[src/rtl/regfile_sb_pkg.sv]
// Shared constants and types for the scoreboarded register file (regfile_sb).
// Optional build macro used across this slice: REGFILE_ZERO_REG_EN (r0 hardwired to zero).
package regfile_pkg;

    localparam int DEF_DATA_W = 16;
    localparam int DEF_ADDR_W = 3;
    localparam int NREGS      = 2 ** DEF_ADDR_W;

    typedef logic [DEF_ADDR_W-1:0] reg_idx_t;
    typedef logic [DEF_DATA_W-1:0] reg_data_t;

endpackage

[src/rtl/regfile_sb_if.sv]
// Bus between decode/issue, execute/writeback and the register file.
// The master side drives the request fields. The slave side is the register file.
interface regfile_sb_if #(
    parameter int DATA_W = regfile_pkg::DEF_DATA_W,
    parameter int ADDR_W = regfile_pkg::DEF_ADDR_W,
    parameter int CNT_W  = ADDR_W + 1
);

    logic [ADDR_W-1:0] rd_addr_a;
    logic [ADDR_W-1:0] rd_addr_b;
    logic [DATA_W-1:0] rd_data_a;
    logic [DATA_W-1:0] rd_data_b;
    logic              busy_a;
    logic              busy_b;
    logic              wr_en;
    logic [ADDR_W-1:0] wr_addr;
    logic [DATA_W-1:0] wr_data;
    logic              iss_en;
    logic [ADDR_W-1:0] iss_dst;
    logic              iss_ack;
    logic [CNT_W-1:0]  pend_cnt;
    logic              wb_err;

    modport master (
        output rd_addr_a, rd_addr_b, wr_en, wr_addr, wr_data, iss_en, iss_dst,
        input  rd_data_a, rd_data_b, busy_a, busy_b, iss_ack, pend_cnt, wb_err
    );

    modport slave (
        input  rd_addr_a, rd_addr_b, wr_en, wr_addr, wr_data, iss_en, iss_dst,
        output rd_data_a, rd_data_b, busy_a, busy_b, iss_ack, pend_cnt, wb_err
    );

endinterface

[src/rtl/regfile_sb_scoreboard.sv]
// Per-register busy tracking: issue reserves a destination and writeback releases it.
// With REGFILE_ZERO_REG_EN defined, r0 can never be reserved and writes to it are ignored.
module regfile_scoreboard
    import regfile_pkg::*;
#(
    parameter int ADDR_W = DEF_ADDR_W,
    parameter int CNT_W  = ADDR_W + 1
) (
    input  logic              clk,
    input  logic              rst_n,
    input  logic [ADDR_W-1:0] i_rd_addr_a,
    input  logic [ADDR_W-1:0] i_rd_addr_b,
    input  logic              i_wr_en,
    input  logic [ADDR_W-1:0] i_wr_addr,
    input  logic              i_iss_en,
    input  logic [ADDR_W-1:0] i_iss_dst,
    output logic              o_busy_a,
    output logic              o_busy_b,
    output logic              o_iss_ack,
    output logic [CNT_W-1:0]  o_pend_cnt,
    output logic              o_wb_err
);

    localparam int NUM_REGS = 2 ** ADDR_W;

`ifdef REGFILE_ZERO_REG_EN
    localparam bit ZERO_EN = 1'b1;
`else
    localparam bit ZERO_EN = 1'b0;
`endif

    logic [NUM_REGS-1:0] r_busy;
    logic [CNT_W-1:0]    r_pend_cnt;
    logic                r_wb_err;

    logic [NUM_REGS-1:0] w_set;
    logic [NUM_REGS-1:0] w_clr;
    logic [NUM_REGS-1:0] w_busy_nxt;
    logic                w_iss_ack;
    logic                w_dst_zero;
    logic                w_wr_zero;
    logic                w_inc;
    logic                w_dec;
    logic                w_err_hit;

    // A writeback in the same cycle frees its register for a new reservation.
    // When both happen on one register, the set wins, so the new owner keeps it busy.
    always_comb begin
        w_set      = '0;
        w_clr      = '0;
        w_dst_zero = ZERO_EN && (i_iss_dst == '0);
        w_wr_zero  = ZERO_EN && (i_wr_addr == '0);
        w_iss_ack  = i_iss_en && (w_dst_zero || !r_busy[i_iss_dst] ||
                                  (i_wr_en && (i_wr_addr == i_iss_dst)));
        if (w_iss_ack && !w_dst_zero) begin
            w_set[i_iss_dst] = 1'b1;
        end
        if (i_wr_en && !w_wr_zero) begin
            w_clr[i_wr_addr] = 1'b1;
        end
        w_busy_nxt = w_set | (r_busy & ~w_clr);
        w_inc      = |(w_set & ~r_busy);
        w_dec      = |(w_clr & ~w_set & r_busy);
        w_err_hit  = i_wr_en && !w_wr_zero && !r_busy[i_wr_addr];
    end

    always_ff @(posedge clk or negedge rst_n) begin
        if (!rst_n) begin
            r_busy     <= '0;
            r_pend_cnt <= '0;
            r_wb_err   <= 1'b0;
        end else begin
            r_busy     <= w_busy_nxt;
            r_pend_cnt <= r_pend_cnt + CNT_W'(w_inc) - CNT_W'(w_dec);
            if (w_err_hit) begin
                r_wb_err <= 1'b1;
            end
        end
    end

    assign o_busy_a   = r_busy[i_rd_addr_a] && !(i_wr_en && (i_wr_addr == i_rd_addr_a));
    assign o_busy_b   = r_busy[i_rd_addr_b] && !(i_wr_en && (i_wr_addr == i_rd_addr_b));
    assign o_iss_ack  = w_iss_ack;
    assign o_pend_cnt = r_pend_cnt;
    assign o_wb_err   = r_wb_err;

endmodule

[src/rtl/regfile_sb.sv]
// Two-read, one-write register file with write-to-read bypass and an issue scoreboard.
// Build option REGFILE_ZERO_REG_EN makes r0 read as zero and drop writes to it.
module regfile_sb
    import regfile_pkg::*;
#(
    parameter int DATA_W = DEF_DATA_W,
    parameter int ADDR_W = DEF_ADDR_W,
    parameter int CNT_W  = ADDR_W + 1
) (
    input  logic         clk,
    input  logic         rst_n,
    regfile_sb_if.slave  rf_bus
);

    localparam int NUM_REGS = 2 ** ADDR_W;

`ifdef REGFILE_ZERO_REG_EN
    localparam bit ZERO_EN = 1'b1;
`else
    localparam bit ZERO_EN = 1'b0;
`endif

    logic [DATA_W-1:0] r_mem [NUM_REGS];

    logic              w_wr_en;
    logic [DATA_W-1:0] w_rd_data_a;
    logic [DATA_W-1:0] w_rd_data_b;

    assign w_wr_en = rf_bus.wr_en && !(ZERO_EN && (rf_bus.wr_addr == '0));

    always_ff @(posedge clk or negedge rst_n) begin
        if (!rst_n) begin
            for (int i = 0; i < NUM_REGS; i++) begin
                r_mem[i] <= '0;
            end
        end else if (w_wr_en) begin
            r_mem[rf_bus.wr_addr] <= rf_bus.wr_data;
        end
    end

    // Bypass lets a consumer see a writeback in the cycle it arrives. A hardwired r0 overrides even the bypass.
    always_comb begin
        w_rd_data_a = r_mem[rf_bus.rd_addr_a];
        if (rf_bus.wr_en && (rf_bus.wr_addr == rf_bus.rd_addr_a)) begin
            w_rd_data_a = rf_bus.wr_data;
        end
        if (ZERO_EN && (rf_bus.rd_addr_a == '0)) begin
            w_rd_data_a = '0;
        end

        w_rd_data_b = r_mem[rf_bus.rd_addr_b];
        if (rf_bus.wr_en && (rf_bus.wr_addr == rf_bus.rd_addr_b)) begin
            w_rd_data_b = rf_bus.wr_data;
        end
        if (ZERO_EN && (rf_bus.rd_addr_b == '0)) begin
            w_rd_data_b = '0;
        end
    end

    assign rf_bus.rd_data_a = w_rd_data_a;
    assign rf_bus.rd_data_b = w_rd_data_b;

    regfile_scoreboard #(
        .ADDR_W (ADDR_W),
        .CNT_W  (CNT_W)
    ) u_scoreboard (
        .clk         (clk),
        .rst_n       (rst_n),
        .i_rd_addr_a (rf_bus.rd_addr_a),
        .i_rd_addr_b (rf_bus.rd_addr_b),
        .i_wr_en     (rf_bus.wr_en),
        .i_wr_addr   (rf_bus.wr_addr),
        .i_iss_en    (rf_bus.iss_en),
        .i_iss_dst   (rf_bus.iss_dst),
        .o_busy_a    (rf_bus.busy_a),
        .o_busy_b    (rf_bus.busy_b),
        .o_iss_ack   (rf_bus.iss_ack),
        .o_pend_cnt  (rf_bus.pend_cnt),
        .o_wb_err    (rf_bus.wb_err)
    );

endmodule

[src/flat_wrapper.sv]
// flat-port wrapper written by rule: the top's interface ports become plain ports
module regfile_sb_flat import regfile_pkg::*;
#(
    parameter int DATA_W = DEF_DATA_W,
    parameter int ADDR_W = DEF_ADDR_W,
    parameter int CNT_W  = ADDR_W + 1
)
  (clk, rst_n, rf_bus_rd_addr_a, rf_bus_rd_addr_b, rf_bus_wr_en, rf_bus_wr_addr, rf_bus_wr_data, rf_bus_iss_en, rf_bus_iss_dst, rf_bus_rd_data_a, rf_bus_rd_data_b, rf_bus_busy_a, rf_bus_busy_b, rf_bus_iss_ack, rf_bus_pend_cnt, rf_bus_wb_err);
  regfile_sb_if #(.DATA_W(DATA_W), .ADDR_W(ADDR_W), .CNT_W(CNT_W)) rf_bus_i ();
  input  logic clk;
  input  logic rst_n;
  input wire logic [$bits(rf_bus_i.rd_addr_a)-1:0] rf_bus_rd_addr_a;
  input wire logic [$bits(rf_bus_i.rd_addr_b)-1:0] rf_bus_rd_addr_b;
  input wire logic [$bits(rf_bus_i.wr_en)-1:0] rf_bus_wr_en;
  input wire logic [$bits(rf_bus_i.wr_addr)-1:0] rf_bus_wr_addr;
  input wire logic [$bits(rf_bus_i.wr_data)-1:0] rf_bus_wr_data;
  input wire logic [$bits(rf_bus_i.iss_en)-1:0] rf_bus_iss_en;
  input wire logic [$bits(rf_bus_i.iss_dst)-1:0] rf_bus_iss_dst;
  output wire logic [$bits(rf_bus_i.rd_data_a)-1:0] rf_bus_rd_data_a;
  output wire logic [$bits(rf_bus_i.rd_data_b)-1:0] rf_bus_rd_data_b;
  output wire logic [$bits(rf_bus_i.busy_a)-1:0] rf_bus_busy_a;
  output wire logic [$bits(rf_bus_i.busy_b)-1:0] rf_bus_busy_b;
  output wire logic [$bits(rf_bus_i.iss_ack)-1:0] rf_bus_iss_ack;
  output wire logic [$bits(rf_bus_i.pend_cnt)-1:0] rf_bus_pend_cnt;
  output wire logic [$bits(rf_bus_i.wb_err)-1:0] rf_bus_wb_err;
  assign rf_bus_i.rd_addr_a = rf_bus_rd_addr_a;
  assign rf_bus_i.rd_addr_b = rf_bus_rd_addr_b;
  assign rf_bus_i.wr_en = rf_bus_wr_en;
  assign rf_bus_i.wr_addr = rf_bus_wr_addr;
  assign rf_bus_i.wr_data = rf_bus_wr_data;
  assign rf_bus_i.iss_en = rf_bus_iss_en;
  assign rf_bus_i.iss_dst = rf_bus_iss_dst;
  assign rf_bus_rd_data_a = rf_bus_i.rd_data_a;
  assign rf_bus_rd_data_b = rf_bus_i.rd_data_b;
  assign rf_bus_busy_a = rf_bus_i.busy_a;
  assign rf_bus_busy_b = rf_bus_i.busy_b;
  assign rf_bus_iss_ack = rf_bus_i.iss_ack;
  assign rf_bus_pend_cnt = rf_bus_i.pend_cnt;
  assign rf_bus_wb_err = rf_bus_i.wb_err;
  regfile_sb #(.DATA_W(DATA_W), .ADDR_W(ADDR_W), .CNT_W(CNT_W)) u_core (.clk(clk), .rst_n(rst_n), .rf_bus(rf_bus_i));
endmodule
[config.mk]
export PLATFORM = sky130hd
export DESIGN_NAME = regfile_sb_flat
export DESIGN_NICKNAME = d
export VERILOG_FILES = /design/src/rtl/regfile_sb_pkg.sv /design/src/rtl/regfile_sb_if.sv /design/src/rtl/regfile_sb_scoreboard.sv /design/src/rtl/regfile_sb.sv /design/src/flat_wrapper.sv
export SDC_FILE = /design/constraint.sdc
export NUM_CORES = 1
export LEC_CHECK = 0
export CAP_MARGIN = 20
export CORE_UTILIZATION = 53
export DETAILED_ROUTE_END_ITERATION = 12
export GPL_TIMING_DRIVEN = 0
export PLACE_DENSITY = 0.73
export SLEW_MARGIN = 20
export SYNTH_ARGS = -nofsm -noshare
export SYNTH_HDL_FRONTEND = slang
export SYNTH_SLANG_ARGS = --single-unit
[constraint.sdc]
create_clock -name clk -period 2.3 [get_ports clk]
set_input_delay 0.23 -clock clk [delete_from_list [all_inputs] [get_ports clk]]
set_output_delay 0.23 -clock clk [all_outputs]
set_load 0.005 [all_outputs]
==> results.md <==
- The run finished, with violations left.
- The final reports fail on setup timing.
- The tool flagged a number of max-cap violations equal to 0.
- The tree is rooted in a clkbuf_16.
- Across all register-to-register paths, the minimum setup slack is -0.14 ns.
- After routing the design area is ~0.010 mm2.
- The leading register cell type out of synthesis is dfrtp_1.
- For this run, the register share of the synthesized area comes to 43.1%.
- The area share of the leading cell type in the synthesized netlist is 43.1%.
- The total of endpoints with negative setup slack in the final report is 3.
- The die is approximately 130 um wide.
- The kind of capture point of the worst setup path is a flop.
- Leaving out fill and tap cells, the most frequent cell in the layout is dfrtp_1.
- The number of nets in the synthesized netlist is 617.
- After synthesis, the cell types taking the most area are dfrtp_1 (43%), mux4_2 (19%), mux2_2 (10%).
- The post-route netlist has roughly 44% of its cells at a drive strength greater than 1.
- The smallest clock period supported by the final layout is computed as between 2 and 2.5 ns.
- The count of antenna-violating nets left after detailed routing is 0.
- The number of synthesis warnings is 0.
- The detailed router finished its first iteration with 458 violations.
- The first global-routing pass estimated 35.5 mm of wire.
- Counting every sink on the clock net gives 141.
- The y dimension of the die is 126 um.
- Including well taps, the total number of placed cells is between 800 and 900.
- The initial antenna violation count was 0.
- On the final layout, the worst clock skew is around 0.0028 ns.
- Global routing used 30.8% of the available tracks.
- The DRC violation count after routing is 0.
- The placement-stage cell area is ~0.0089 mm2.
- The top-level I/O count is a little over 70.
- The slew at the pin with the worst max-slew slack is slightly below 0.6 ns.
- The clock-pin slew on the worst setup and hold paths is 0.06 ns.
- Input and output buffers added on the ports amount to 47.
- The total iterations of the first detailed-routing run is 5.
- The worst supply voltage drop on vdd is 0.000580 V.
- The number of buffers added by the clock tree synthesis step is 17.
- The total design power is roughly 9.4 mW.
- The remaining max-slew budget at the tightest pin is 60.6%.
- Data on the critical path arrives at its endpoint at around 2.8 ns.
- The number of non-filler instances in the completed layout is ~900.
- The maximum achievable frequency is roughly 410 MHz.
- The synthesized design contains 0 enable-type register cells.
- In the layout the commonest cells are dfrtp_1 (138), mux2_2 (76), mux4_2 (70).
- The critical path's slowest cell is fa_2.
- Across all layers, the routed design uses between 5000 and 6000 vias.
- Once routing completed, OpenROAD measured the worst setup slack at -0.137 ns.
- The signal on the critical path passes through mux2_4 > a32oi_2 > a32oi_1 > a41o_1 > ha_1 > inv_1 > ha_2 > inv_2 > fa_2 > inv_1.
- The share of async-settable or async-resettable flops after synthesis is 100%.
- The number of global-route vias before repair is just over 6000.
- The later pin in the worst-skew pair is clocked with a latency of ~0.42 ns.
- The initial core utilization is 54.1%.
- The buffer depth of the longest clock path is 2.
- The post-synth design cell area is slightly above 0.008 mm2.
- Using the TritonRoute via totals, the vias-per-cell ratio works out to around 6.5.
- Routability-driven placement finished with a final weighted congestion of between 0.8 and 0.9.
- The net total in the final layout is approximately 720.
- The final cycle utilization of the critical path is 106%.
- The area of the die is between 0.015 and 0.02 mm2.
- The fraction of the core area covered by cells at the end of the flow is about two thirds.
- The biggest area consumer among synthesized cells is dfrtp_1.
- In this run the standard cell core region covers 0.0151 mm2.
- The number of inserted diodes is 0.
- The reported leakage power is between 4 and 5 nW.
- After detailed routing, the total wire length is between 20 and 25 mm.
- The critical setup path kind is flop to flop.
- The number of storage elements in the synthesis netlist is 141.
- The count of final hold-check violations is 0.
- The worst endpoint required time is about 2.6 ns.
- Row generation in the floorplan step produced 45 rows.
- The type of origin of the critical path is a flop.
- The half-perimeter wire length after detailed placement is around 14 mm.
- Dividing total power by cell area gives a power density of 925 mW/mm2.
- The worst hold path class is primary input to flop.
- After filler insertion, the fill cell instance count of the layout stands at ~1100.
- In the synthesized netlist, the number of instances is 580.
- On the worst path, the slowest cell contributes a delay of 0.51 ns.
- The global-route congestion overflow total is 0.
- The pin count of the biggest net entering global routing is slightly below 80.
- In this run the worst path has a maximum fanout of 4.
- The average wire per standard cell is between 20 and 30 um.
- The cell that appears most often on the critical path is inv_1.
- The synthesized netlist contains between 40 and 50 unique library cells.
- Setup repair after global routing could not meet its margin everywhere.
- The max-slew violation total from the final report was 0.
- The clock tree from TritonCTS is built.
- The pre-CTS worst setup slack is -0.885 ns.
- The post-synthesis average cell area is 14.1 um2.
- The clock tree synthesis step divided the H-tree into 4 levels.
- The layout-stage area growth over the synthesis result is 24.4%.
-- area by class of cell --
cell class	instances	area, um2	area share (%)
clock inverters	14	240	2.36
plain buffers	58	458	4.49
multi-input cells	367	4400	43.1
clock buffers	18	439	4.31
flip-flops and latches	141	3530	34.7
repair buffers	81	837	8.21
inverters	14	52.6	0.516
well taps	188	235	2.31
-- stage by stage --
step                      hold WS (ns)  setup TNS (ns)
after floorplan                -0.0656               0
final                            0.123          -0.253
after detailed placement         0.216          -23.19
after CTS                        0.112          -0.202
after global routing             0.114          -0.475
after global placement           0.461         -643.48
-- path summary, 6_finish.rpt --
path	from	cells after the start	endpoint
setup / recovery	u_core.u_scoreboard.r_busy[0]	10	u_core.u_scoreboard.o_pend_cnt[1]
hold / removal	rf_bus_iss_dst[1]	2	u_core.u_scoreboard.r_busy[2]
setup reg to reg	u_core.u_scoreboard.r_busy[0]	10	u_core.u_scoreboard.o_pend_cnt[1]
hold reg to reg	u_core.u_scoreboard.o_wb_err	1	u_core.u_scoreboard.o_wb_err
max in group asynchronous	rst_n	3	u_core.r_mem[113]
min in group asynchronous	rst_n	2	u_core.r_mem[119]
-- critical path: cells and delay by family, from the launching register on --
family / cells / cell delay (ns)
multiplexers: 1 / 0.29
buffers and inverters: 3 / 0.14
flip-flops: 1 / 0.44
adder cells (fa/ha/maj): 3 / 0.94
AO/OA/AOI/OAI: 3 / 0.51
-- synth_stat cells (3+ instances only) --
cell type	instances
a21oi_1	33
a22o_1	3
a32o_1	4
buf_1	8
buf_2	31
buf_4	16
dfrtp_1	141
ha_1	4
inv_1	12
mux2_1	57
mux2_2	76
mux2i_1	35
mux4_2	70
nand2_1	3
nand2_2	3
nor2_1	36
nor2b_1	4
xnor2_1	12
-- kinds of logic (layout without fill, tap and decap cells) --
group	count (synthesis)	after routing	synth area share, %
mux	239	239	42.0
flops	141	141	43.1
buf+inv	72	185	4.60
simple gates	61	61	4.11
compound gates	50	50	4.08
xor+xnor	12	12	1.28
fa+ha+maj	5	5	0.856
-- power by group --
part | total [mW] | switching, mW | internal, mW
combinational | 2.75 | 1.03 | 1.72
sequential | 3.51 | 0.443 | 3.07
clock | 3.17 | 1.10 | 2.07
total | 9.43 | 2.57 | 6.85
-- flip-flops by register name, indices dropped and copies added, names as in the netlist --
signal / cells
u_core.u_scoreboard.o_wb_err: 1
u_core.r_mem: 128
u_core.u_scoreboard.r_busy: 8
u_core.u_scoreboard.o_pend_cnt: 4
-- per-layer routing --
layer	global-route usage (%)	up-vias	part of all wire, %
met3	6.83	59	6.7
met4	13.5	0	3.0
li1	-	2391	-
met5	0	-	0
met1	40.4	2970	40
met2	50.0	263	50
-- repair_timing --
item                       4_1_cts  5_1_grt
pin swaps                        6       10
hold buffers                     1        0
setup endpoints to repair       38       34
resized for setup               67       34
cloned                           3        1
setup buffers                   23        5
hold endpoints to repair        65        0
Power figures use the tool's default switching activity.
==> RTL edit: new RTL, config.mk and constraints unchanged <==
Set the package constant `DEF_ADDR_W` to 2 (it was 3).
--- a/src/rtl/regfile_sb_pkg.sv
+++ b/src/rtl/regfile_sb_pkg.sv
@@ -3,7 +3,7 @@
 package regfile_pkg;
 
     localparam int DEF_DATA_W = 16;
-    localparam int DEF_ADDR_W = 3;
+    localparam int DEF_ADDR_W = 2;
     localparam int NREGS      = 2 ** DEF_ADDR_W;
 
     typedef logic [DEF_ADDR_W-1:0] reg_idx_t;
Ports: changed (5 resized); port bits go from 72 to 67. The function was not compared with the original's and may differ.
==> RTL edit against the original RTL <==
- worst setup slack improved by 0.17 ns
- area after synthesis shrank 46%
- first-iteration DRC count fell by 76%
- sequential cell count shrank 69
- total power decreased by 55%
- design area decreased by 46%
- clock power decreased by 69%
- routed wire length fell by 58%
- largest power group unchanged
==> RTL edit: results (changes against the original RTL) <==
Pleak 0.002345 uW (was 0.004432 uW); share of cells above drive strength 1 0.4958 (was 0.4430); Place WS -0.7847 ns (was -0.8852 ns); Worst-path clk slew 0.08 ns (was 0.06 ns); Worst path slowest cell mux4_2 (was fa_2); hold depth 3 (was 2); DR iter-0 viols 108 (was 458); root buffer cell clkbuf_8 (was clkbuf_16); CP startpoint u_core.u_scoreboard.r_busy[3]$_DFF_PN0_ (was u_core.u_scoreboard.r_busy[0]$_DFF_PN0_); DRT Pass-1 Iters 4 (was 5); worst setup path endpoint u_core.u_scoreboard.o_pend_cnt[2]$_DFF_PN0_ (was u_core.u_scoreboard.o_pend_cnt[1]$_DFF_PN0_); met3 Use GR 0.04228 (was 0.06833); max reg flops 64 (was 128); Worst Skew 0.001230 ns (was 0.002838 ns); vias in the first global route 2886 (was 6087); final WL 9621 microns (was 22770 microns); Placed Area 0.005145 sq mm (was 0.008940 sq mm); routed vias 2775 (was 5683); Nets 388 (was 717); outcome complete, no violations (was complete, but fails checks); largest net degree at the start of global routing 40 (was 77); GR Layer Usage met1 0.3210 (was 0.4037); CTS Buf Count 9 (was 17); depth of the CTS H-tree 3 (was 4); Distinct cells, synth 35 (was 41)
-- RTL edit: worst max-delay path, delay by kind of cell (launching register included) --
kind	cells	cell delay [ns]
fa+ha+maj	3	0.70
mux	1	0.49
flops	1	0.44
xor+xnor	2	0.26
simple gates	1	0.17
buf+inv	2	0.09
-- RTL edit: cell type report --
| class | instances | share of cell area |
|---|---|---|
| multi-input combinational | 175 | 0.4474 |
| buffer | 17 | 0.03112 |
| tap | 102 | 0.02317 |
| timing repair buffer | 74 | 0.1315 |
| sequential | 72 | 0.3275 |
| inverter | 8 | 0.005451 |
| clock buffer | 11 | 0.02566 |
| clock inverter | 4 | 0.008176 |
-- RTL edit: worst min-delay path by stage --
stage / startpoint / endpoint / slack, ns
final: rf_bus_iss_dst[1] / u_core.u_scoreboard.r_busy[2]$_DFF_PN0_ / 0.23
after global routing: rf_bus_iss_dst[1] / u_core.u_scoreboard.r_busy[2]$_DFF_PN0_ / 0.23
after CTS: rf_bus_iss_dst[0] / u_core.u_scoreboard.r_busy[2]$_DFF_PN0_ / 0.32
after detailed placement: rst_n / u_core.u_scoreboard.o_pend_cnt[0]$_DFF_PN0_ / 0.21
after global placement: u_core.u_scoreboard.o_wb_err$_DFFE_PN0P_ / u_core.u_scoreboard.o_wb_err$_DFFE_PN0P_ / 0.47
after floorplan: rst_n / u_core.r_mem[0]$_DFFE_PN0P_ / -0.07
-- RTL edit: per-layer routing --
layer,vias to the layer above,wire [microns]
li1,1233,-
met5,-,0
met3,14,527
met2,98,4786
met4,0,98
met1,1430,4209
-- RTL edit: power by group through the flow --
| stage | Sequential (uW) | Clock [uW] | Combinational (uW) |
|---|---|---|---|
| final | 1720 | 976 | 1550 |
| after global routing | 1750 | 1040 | 1680 |
| after CTS | 1710 | 984 | 1540 |
| after detailed placement | 1740 | 0 | 1440 |
| after global placement | 1730 | 0 | 1410 |
| after floorplan | 1680 | 0 | 884 |
-- RTL edit: kinds of logic after synthesis --
family                   synth area share
AO/OA/AOI/OAI                     0.01881
AND/OR/NAND/NOR                   0.03761
adder cells (fa/ha/maj)           0.01026
flip-flops                         0.4103
multiplexers                       0.4604
XOR/XNOR                          0.01937
buffers and inverters             0.04330
-- RTL edit: what timing repair did --
item	4_1_cts	5_1_grt
setup buffers	11	1
hold buffers	1	0
gates resized for setup	19	11
hold endpoints to repair	33	0
pin swaps	3	5
endpoints found under the setup margin	33	1
-- RTL edit: through the flow --
step	utilization	cells
final	0.6984	463
after floorplan	-	272
after CTS	0.6945	462
after global routing	0.6984	463
after global placement	0.6501	434
after detailed placement	0.6523	435
